**config.mk**
```make
export PLATFORM = sky130hd
export DESIGN_NAME = serial_alu_sequencer
export DESIGN_NICKNAME = d
export VERILOG_FILES = /design/src/rtl/serial_alu_sequencer.sv
export SDC_FILE = /design/constraint.sdc
export NUM_CORES = 1
export LEC_CHECK = 0
export BUFFER_PORTS_ARGS = -buffer_cell sky130_fd_sc_hd__buf_2
export CAP_MARGIN = 20
export CORE_MARGIN = 8
export CORE_UTILIZATION = 55
export DETAILED_ROUTE_END_ITERATION = 12
export PLACE_DENSITY = 0.86
export SLEW_MARGIN = 40
export SYNTH_ARGS = -nofsm -noshare
export SYNTH_HDL_FRONTEND = slang
export SYNTH_SLANG_ARGS = --single-unit
```
**constraint.sdc**
```tcl
create_clock -name Clk -period 2.9 [get_ports Clk]
set_input_delay 0.435 -clock Clk [delete_from_list [all_inputs] [get_ports Clk]]
set_output_delay 0.435 -clock Clk [all_outputs]
set_load 0.02 [all_outputs]
```
**src/rtl/serial_alu_sequencer.sv**
```systemverilog
`default_nettype none
// ============================================================================
// Module   : serial_alu_sequencer
// Purpose  : Word-level front end that drives a single external 1-bit ALU
//            bit-serially (LSB first) to perform WIDTH-bit AND/OR/ADD
//            operations. It assembles the word result and flags, then emits
//            a one-cycle Done pulse.
// Ports    : Clk, Reset_n (async, active-low)
//            Start, A, B, Op        - operation request (sampled in IDLE)
//            Busy, Done, Err        - status (Done/Err are one-cycle pulses)
//            Result, Zero, CarryOut, Overflow - registered word outputs
//            AluA, AluB, AluCarryIn, AluOp     - drive to the 1-bit ALU
//            AluResult, AluCarryOut            - return from the 1-bit ALU
// Revision : 1.0 - initial release
// ============================================================================
module serial_alu_sequencer #(
  parameter int WIDTH = 8
) (
  input  logic             Clk,
  input  logic             Reset_n,
  input  logic             Start,
  input  logic [WIDTH-1:0] A,
  input  logic [WIDTH-1:0] B,
  input  logic [3:0]       Op,
  output logic             Busy,
  output logic             Done,
  output logic             Err,
  output logic [WIDTH-1:0] Result,
  output logic             Zero,
  output logic             CarryOut,
  output logic             Overflow,
  output logic             AluA,
  output logic             AluB,
  output logic             AluCarryIn,
  output logic [3:0]       AluOp,
  input  logic             AluResult,
  input  logic             AluCarryOut
);

  localparam int CNT_W = (WIDTH > 2) ? $clog2(WIDTH) : 1;

  localparam logic [1:0] S_IDLE = 2'd0;
  localparam logic [1:0] S_RUN  = 2'd1;
  localparam logic [1:0] S_DONE = 2'd2;

  localparam logic [1:0]       C_OP_ADD     = 2'b10;
  localparam logic [1:0]       C_OP_ILLEGAL = 2'b11;
  localparam logic [CNT_W-1:0] C_CNT_LAST   = CNT_W'(WIDTH - 1);
  localparam logic [CNT_W-1:0] C_CNT_ONE    = CNT_W'(1);

  logic [1:0]       r_state;
  logic [1:0]       w_next_state;
  logic [WIDTH-1:0] r_a;
  logic [WIDTH-1:0] r_b;
  logic [3:0]       r_op;
  logic [CNT_W-1:0] r_cnt;
  logic             r_carry;
  logic [WIDTH-1:0] r_shift;
  logic [WIDTH-1:0] r_result;
  logic             r_zero;
  logic             r_carry_out;
  logic             r_overflow;
  logic             r_err;

  logic             w_accept;
  logic             w_reject;
  logic             w_last;
  logic             w_is_add;
  logic [WIDTH-1:0] w_shift_next;

  assign w_accept = (r_state == S_IDLE) && Start && (Op[1:0] != C_OP_ILLEGAL);
  assign w_reject = (r_state == S_IDLE) && Start && (Op[1:0] == C_OP_ILLEGAL);
  assign w_last   = (r_cnt == C_CNT_LAST);
  assign w_is_add = (r_op[1:0] == C_OP_ADD);

  // Shift register with the current ALU bit merged in, so the final word
  // (and its zero flag) can be registered on the same edge as the last bit.
  always_comb begin
    w_shift_next        = r_shift;
    w_shift_next[r_cnt] = AluResult;
  end

  // --------------------------------------------------------------------------
  // FSM: state register
  // --------------------------------------------------------------------------
  always_ff @(posedge Clk or negedge Reset_n) begin
    if (!Reset_n) begin
      r_state <= S_IDLE;
    end else begin
      r_state <= w_next_state;
    end
  end

  // --------------------------------------------------------------------------
  // FSM: next-state logic
  // --------------------------------------------------------------------------
  always_comb begin
    w_next_state = r_state;
    case (r_state)
      S_IDLE:  if (w_accept) w_next_state = S_RUN;
      S_RUN:   if (w_last)   w_next_state = S_DONE;
      S_DONE:  w_next_state = S_IDLE;
      default: w_next_state = S_IDLE;
    endcase
  end

  // --------------------------------------------------------------------------
  // FSM: outputs. The ALU drive is silenced outside RUN.
  // --------------------------------------------------------------------------
  always_comb begin
    Busy       = 1'b0;
    Done       = 1'b0;
    AluA       = 1'b0;
    AluB       = 1'b0;
    AluCarryIn = 1'b0;
    AluOp      = 4'b0000;
    case (r_state)
      S_RUN: begin
        Busy       = 1'b1;
        AluA       = r_a[r_cnt];
        AluB       = r_b[r_cnt];
        AluCarryIn = r_carry;
        AluOp      = r_op;
      end
      S_DONE:  Done = 1'b1;
      default: ;
    endcase
  end

  // --------------------------------------------------------------------------
  // Datapath
  // --------------------------------------------------------------------------
  always_ff @(posedge Clk or negedge Reset_n) begin
    if (!Reset_n) begin
      r_a         <= '0;
      r_b         <= '0;
      r_op        <= 4'b0000;
      r_cnt       <= '0;
      r_carry     <= 1'b0;
      r_shift     <= '0;
      r_result    <= '0;
      r_zero      <= 1'b0;
      r_carry_out <= 1'b0;
      r_overflow  <= 1'b0;
      r_err       <= 1'b0;
    end else begin
      r_err <= w_reject;
      if (w_accept) begin
        r_a     <= A;
        r_b     <= B;
        r_op    <= Op;
        r_cnt   <= '0;
        // Seeding the carry with the invert-B bit turns ~B into -B.
        r_carry <= Op[2];
      end else if (r_state == S_RUN) begin
        r_shift <= w_shift_next;
        if (w_is_add) begin
          r_carry <= AluCarryOut;
        end
        if (w_last) begin
          r_cnt       <= '0;
          r_result    <= w_shift_next;
          r_zero      <= (w_shift_next == '0);
          r_carry_out <= w_is_add & AluCarryOut;
          // r_carry still holds the carry into the MSB on this edge.
          r_overflow  <= w_is_add & (r_carry ^ AluCarryOut);
        end else begin
          r_cnt <= r_cnt + C_CNT_ONE;
        end
      end
    end
  end

  assign Err      = r_err;
  assign Result   = r_result;
  assign Zero     = r_zero;
  assign CarryOut = r_carry_out;
  assign Overflow = r_overflow;

endmodule
`default_nettype wire

```
==> run metrics, run 1 <==
chip height between 80 and 90 µm; yosys warns 0; Pre-antenna DRT Iters 4; Clock Skew roughly 0.0078 ns; clk sinks 46; Synth Register Bits 46; number of max-cap violations 0; total die area between 0.006 and 0.007 mm²; Syn Std Cell Area between 0.002 and 0.0025 mm²; cts repair resizes 0; worst-case clock buffer depth 2; initial drt markers 176; # Post-CTS Setup Buffers 0; layout cells sized above 1 23.0%; number of global-route vias before repair ~1900; n_diodes 0; H-tree Lvls 2; Final Cycle Share between 80 and 90%; Routed wire per std cell 14.2 µm; Slew Limit Headroom between 50% and 60%; Detail Placement HPWL ~3.4 mm; Seq/Total Area, Yosys 49.0%; placed cell count ~340; largest net degree at the start of global routing between 40 and 50; Core ar. a little over 0.004 mm²; fmax ~0.41 GHz; worst endpoint required time 2.47 ns; Vias 1852; Unique masters post-synth 37; unrepaired setup endpoints after global routing no; worst min path class primary input to async pin; Post-Synthesis Cells approximately 260; Initial Utilization around 58%; GRT Resource Usage Total between 10% and 20%; worst IR drop on VDD between 0.5 and 0.6 mV; crit path launch type flop; post-route ant nets 0; data arrival at the endpoint of the critical path slightly above 2 ns; FILL cells around 330; gpl congestion between 0.8 and 0.9; Setup WS post-layout ~0.44 ns; Port Buffers 45; slew of the pin with the lowest slew margin between 0.6 and 0.7 ns; cell accounting for the most synthesized area dfrtp_1; IO Pins 46; Crit. End Element primary output; Via density 5.35; Finished Layout Cells 346; initial antenna violation count 0; Avg Inst Size Synth a little over 9 µm²; DIE WIDTH slightly above 80 µm; clk_lat worst skew ~0.30 ns; worst slack, placed 0.770 ns; CTS Hold Buffers Added 0; Slew Viols, Final 0; CTS tree yes; row count 23; Final #Nets around 320; first-pass GRT wire length around 8.4 mm; Post-Route WL 4.93 mm; share of the synthesized area in the top cell type about half; area added between synthesis and finish 14.9%; number of remaining DRC errors 0; total CTS buffers 5; Crit Path Max Fanout 16; min Tclk post-route approximately 2.5 ns; total power around 3.1 mW; CP Class flop to primary output; clock-pin slew on the worst setup and hold paths around 0.090 ns; Final Hold Viols 0; Power Density ~1100 mW/mm²; leakage dissipation around 1.4 nW; status finished, final reports clean; grt total ovfl 0; root buffer cell clkbuf_8; synth top area cells dfrtp_1 (49%), nand2_1 (13%), mux2i_1 (5.5%), o21ai_0 (3.2%), nor2_1 (3.0%); setup_tns 0 ns; final core utilization about 67%; leading cell type in the layout, fill and taps excluded nand2_1; final setup fails 0; Post-Syn Nets 284; most frequent cells in the layout nand2_1 (81), dfrtp_1 (46), buf_2 (44)
==> final cells by class <==
cell class	instances	area, µm²	area share, %
clock inverters	2	60.1	2.23
inverters	5	18.8	0.695
flip-flops and latches	46	1150	42.7
well taps	50	62.6	2.32
repair buffers	48	250	9.27
clock buffers	6	82.6	3.06
multi-input cells	189	1070	39.8
==> where the power goes <==
group / internal (mW) / switching (mW) / leakage, nW
logic: 0.545 / 0.763 / 0.747
clock network: 0.367 / 0.212 / 0.0714
registers: 0.936 / 0.263 / 0.563
total: 1.85 / 1.24 / 1.38
==> metrics by stage <==
stage                     hold slack (ns)  cell area [µm²]
after floorplan                     0.139             2350
after CTS                           0.149             2700
after detailed placement            0.460             2560
final                               0.119             2700
after global placement              0.457             2550
after global routing                0.168             2700
==> routing by layer <==
layer,GRT usage (%),share of wire (%),vias up,wire [µm]
li1,-,-,927,-
met3,3.31,5.7,6,282
met4,4.64,1.2,0,59
met1,18.1,42,869,2070
met2,28.6,51,50,2520
met5,0,0,-,0
==> worst max-delay path, cell delays in order, from the launching register on <==
cell,delay [ns]
dfrtp_1,0.71
mux2_2,0.40
a22o_1,0.22
a21oi_1,0.14
a21oi_1,0.07
buf_2,0.18
==> kinds of logic after synthesis <==
family	synth area share, %
compound gates	9.42
buf+inv	5.64
flops	49.0
fa+ha+maj	1.06
xor+xnor	0.373
simple gates	24.2
mux	10.3
==> sequential cells by signal (all words and copies together) (netlist names) <==
| register | flops |
|---|---|
| r_b | 8 |
| CarryOut | 1 |
| Result | 8 |
| r_cnt | 3 |
| Zero | 1 |
| r_carry | 1 |
| Overflow | 1 |
| r_state | 2 |
| r_shift | 8 |
| Err | 1 |
| r_op | 4 |
| r_a | 8 |
==> path summary, 6_finish.rpt <==
| path | startpoint | to | slack (ns) | depth (start not counted) |
|---|---|---|---|---|
| worst max-delay path | r_cnt[1]$_DFFE_PN0P_ | AluB | 0.44 | 5 |
| worst min-delay path | Reset_n | Result[6]$_DFFE_PN0P_ | 0.12 | 1 |
| worst max register to register | r_state[1]$_DFFE_PN0P_ | Overflow$_DFFE_PN0P_ | 0.78 | 6 |
| worst min register to register | r_op[3]$_DFFE_PN0P_ | r_op[3]$_DFFE_PN0P_ | 0.47 | 2 |
| max in group asynchronous | Reset_n | r_state[0]$_DFFE_PN0P_ | 2.38 | 1 |
| min in group Clk | A[2] | r_a[2]$_DFFE_PN0P_ | 0.32 | 3 |
==> synthesized netlist by cell type <==
library cell	n
a22o_1	1
a32o_1	1
and3_1	1
mux2i_1	13
and2_1	5
a21oi_2	1
o31ai_1	2
o21ai_0	15
mux4_2	2
buf_4	7
buf_6	2
inv_1	5
xnor2_1	1
nand4_1	1
ha_1	2
clkbuf_1	1
mux2_2	6
nor2_1	19
or3b_4	1
a21o_1	1
a2111oi_2	1
o22a_1	1
a21oi_1	7
nand2b_4	1
buf_2	7
nor2b_1	5
dfrtp_1	46
a211oi_1	2
a31oi_1	1
nor3b_1	2
nor3_1	5
o211ai_1	1
nand2_1	81
nand3_1	4
nand3b_1	1
nand2b_1	4
a32oi_1	1
Note: power is estimated with default switching activity, not from simulation.
==> run 2, diff against run 1 <==
ABC_AREA = 1   (was not set)
CORE_UTILIZATION = 54   (was 55)
PLACE_DENSITY = 0.85   (was 0.86)
clock period = 2.4 ns   (was 2.9 ns; I/O delays follow)
==> run metrics, run 2 <==
Pre-antenna DRT Iters 4 (unchanged); H-tree Lvls 2 (unchanged); Core ar. 0.00394 mm² (was 0.00406 mm²); number of remaining DRC errors 0 (unchanged); Final Hold Viols 0 (unchanged); total die area 0.00631 mm² (was 0.00662 mm²); Power Density 1370 mW/mm² (was 1140 mW/mm²); yosys warns 0 (unchanged); Sw Pwr 1.51 mW (was 1.24 mW); Top delay family on crit path flip-flops (unchanged); n_diodes 0 (unchanged); cell accounting for the most synthesized area dfrtp_1 (unchanged); Unique masters post-synth 25 (was 37); Port Buffers 45 (unchanged); initial drt markers 113 (was 176); GRT Resource Usage Total 15.3% (was 15.8%); post-route ant nets 0 (unchanged); # Post-CTS Setup Buffers 0 (unchanged); top_reg_cell synth dfrtp_1 (unchanged); Pint 1.87 mW (was 1.85 mW); Sw Share 44.6% (was 40.1%); Routed wire per std cell 12.4 µm (was 14.2 µm); largest net degree at the start of global routing 47 (unchanged); Post-Route WL 4.48 mm (was 4.93 mm); worst path bufs/invs 2 (was 1); Final Cycle Share 92.7%; Seq/Total Area, Yosys 53.0% (was 49.0%); number of global-route vias before repair 1805 (was 1919); worst path cell trace inv_6 > nand2_1 > a21oi_1 > o21ai_0 > a21oi_1 > buf_2 (was mux2_2 > a22o_1 > a21oi_1 > a21oi_1 > buf_2); slowest cell delay on critical path 0.62 ns (was 0.71 ns); Reg power frac 41.7% (was 38.9%); worst-case clock buffer depth 2 (unchanged); Slew Viols, Final 0 (unchanged); Clock Skew 0.00959 ns (was 0.00778 ns); total CTS buffers 5 (unchanged); Crit. End Element primary output (unchanged); cts repair resizes 0 (unchanged); synth top area cells dfrtp_1 (53%), nand2_1 (18%), o21ai_0 (5.8%), inv_1 (3.8%), a21oi_1 (3.0%) (was dfrtp_1 (49%), nand2_1 (13%), mux2i_1 (5.5%), o21ai_0 (3.2%), nor2_1 (3.0%)); layout cells sized above 1 19.3% (was 23.0%); Initial Utilization 55.1% (was 57.9%); total power 3.38 mW (was 3.09 mW); leakage dissipation 1.32 nW (was 1.38 nW); share of synthesized flip-flops with an asynchronous set or reset 100% (unchanged); slew of the pin with the lowest slew margin 0.625 ns (was 0.638 ns); Post-synth top cells nand2_1 (105), dfrtp_1 (46), o21ai_0 (25) (was nand2_1 (81), dfrtp_1 (46), nor2_1 (19)); unrepaired setup endpoints after global routing no (unchanged); fmax roughly 0.45 GHz; Final #Nets 337 (was 322); Via density 5.07 (was 5.35); setup_tns 0 ns (unchanged); count leader, synth nand2_1 (unchanged); clock network power share 14.4% (was 18.8%); root buffer cell clkbuf_8 (unchanged); leading cell type in the layout, fill and taps excluded nand2_1 (unchanged); Post-Synthesis Cells 268 (was 257); Worst path most repeated cell a21oi_1 (unchanged); FILL cells 364 (was 329); number of max-cap violations 0 (unchanged); Syn Std Cell Area 0.00217 mm² (was 0.00235 mm²); DIE WIDTH 79.4 µm (was 81.4 µm); Detail Placement HPWL 3.18 mm (was 3.45 mm); final core utilization 62.6% (was 66.5%); initial antenna violation count 0 (unchanged); clk_lat worst skew 0.30 ns (about the same); Comb pwr share 43.9% (was 42.4%); crit path launch type flop (unchanged); worst endpoint required time 2.04 ns (was 2.47 ns); CTS tree yes (unchanged); CTS Hold Buffers Added 0 (unchanged); Avg Inst Size Synth 8.10 µm² (was 9.14 µm²); Crit-path slowest cell dfrtp_1 (unchanged); IO Pins 46 (unchanged); gpl congestion 0.764 (was 0.833); Finished Layout Cells 361 (was 346); Vias 1830 (was 1852); data arrival at the endpoint of the critical path 1.86 ns (was 2.02 ns); status finished, final reports clean (unchanged); worst min path class primary input to async pin (unchanged); number of synthesized flops with an enable pin 0 (unchanged); worst IR drop on VDD 0.569 mV (was 0.597 mV); placed cell count 353 (was 338); first-pass GRT wire length 7.75 mm (was 8.36 mm); Post-Syn Nets 295 (was 284); min Tclk post-route approximately 2.2 ns; Synth Register Bits 46 (unchanged); grt total ovfl 0 (unchanged); row count 23 (unchanged); Crit Path Max Fanout 17 (was 16); Slew Limit Headroom 58.3% (was 57.4%); area added between synthesis and finish 13.7% (was 14.9%); CP Class flop to primary output (unchanged); clk sinks 46 (unchanged); share of the synthesized area in the top cell type 53.0% (was 49.0%); most frequent cells in the layout nand2_1 (105), dfrtp_1 (46), buf_2 (45) (was nand2_1 (81), dfrtp_1 (46), buf_2 (44)); final setup fails 0 (unchanged); chip height 79.4 µm (was 81.4 µm); clock-pin slew on the worst setup and hold paths 0.09 ns (about the same)
run 2: changes by cell type after synthesis, sizes merged, moves of 4 or more:
cell | previous run | this run
nor2b | 5 | 0
nor3 | 5 | 0
mux2 | 6 | 0
inv | 5 | 24
a21oi | 8 | 13
o21ai | 15 | 28
nand2 | 81 | 106
mux2i | 13 | 0
and2 | 5 | 0
nor2 | 19 | 14
nand3 | 4 | 13
buf | 16 | 11
nand2b | 5 | 0
nand4 | 1 | 5
run 2: logic make-up after synthesis:
group / count (synthesis) / share of synthesized area (%)
AOI/OAI and AO/OA: 46 / 11.4
adders and majority gates: 2 / 1.15
buffers and inverters: 36 / 8.81
DFF: 46 / 53.0
and+or+nand+nor: 138 / 25.6
run 2: metal layers:
layer  GRT usage [%]  wire (µm)  up-vias
met4            5.74         63        0
met1            18.3       2070      833
met3            5.29        288        7
li1                -          -      939
met5               0          0        -
met2            24.7       2060       51
run 2: final cells by class:
type	instances	area, µm²	area share (%)
Clock inverter	1	5.00	0.203
Timing Repair Buffer	47	240	9.73
Sequential cell	46	1150	46.6
Multi-Input combinational cell	186	830	33.6
Tap cell	50	62.6	2.53
Inverter	24	95.1	3.85
Clock buffer	7	86.3	3.50
run 2: power groups by stage:
stage,logic (mW),clock network (mW),registers [mW]
final,1.48,0.486,1.41
after global routing,1.70,0.530,1.46
after CTS,1.50,0.502,1.41
after detailed placement,1.49,0,1.42
after global placement,1.45,0,1.40
after floorplan,1.14,0,1.40
run 2: worst register-to-register path: cells and delay by family (launching register included):
family | cells | cell delay [ns]
and+or+nand+nor | 1 | 0.17
DFF | 1 | 0.75
buffers and inverters | 2 | 0.24
AOI/OAI and AO/OA | 1 | 0.22
adders and majority gates | 2 | 0.43
run 2: worst paths after layout:
path | start | end | slack, ns | cells past startpoint
worst max register to register | r_cnt[0]$_DFFE_PN0P_ | Result[4]$_DFFE_PN0P_ | 0.51 | 6
worst max-delay path | r_cnt[0]$_DFFE_PN0P_ | AluA | 0.18 | 6
max in group asynchronous | Reset_n | r_a[3]$_DFFE_PN0P_ | 1.89 | 2
min in group Clk | A[7] | r_a[7]$_DFFE_PN0P_ | 0.24 | 3
worst min-delay path | Reset_n | Result[3]$_DFFE_PN0P_ | 0.13 | 2
worst min register to register | r_a[6]$_DFFE_PN0P_ | r_a[6]$_DFFE_PN0P_ | 0.48 | 2
run 2: per-stage QoR:
stage / setup WS, ns / instance area (µm²) / hold WS (ns)
after floorplan: 0.749 / 2170 / 0.0644
after global placement: 0.583 / 2380 / 0.463
after detailed placement: 0.523 / 2380 / 0.465
after CTS: 0.169 / 2470 / 0.137
after global routing: 0.0426 / 2470 / 0.178
final: 0.176 / 2470 / 0.127
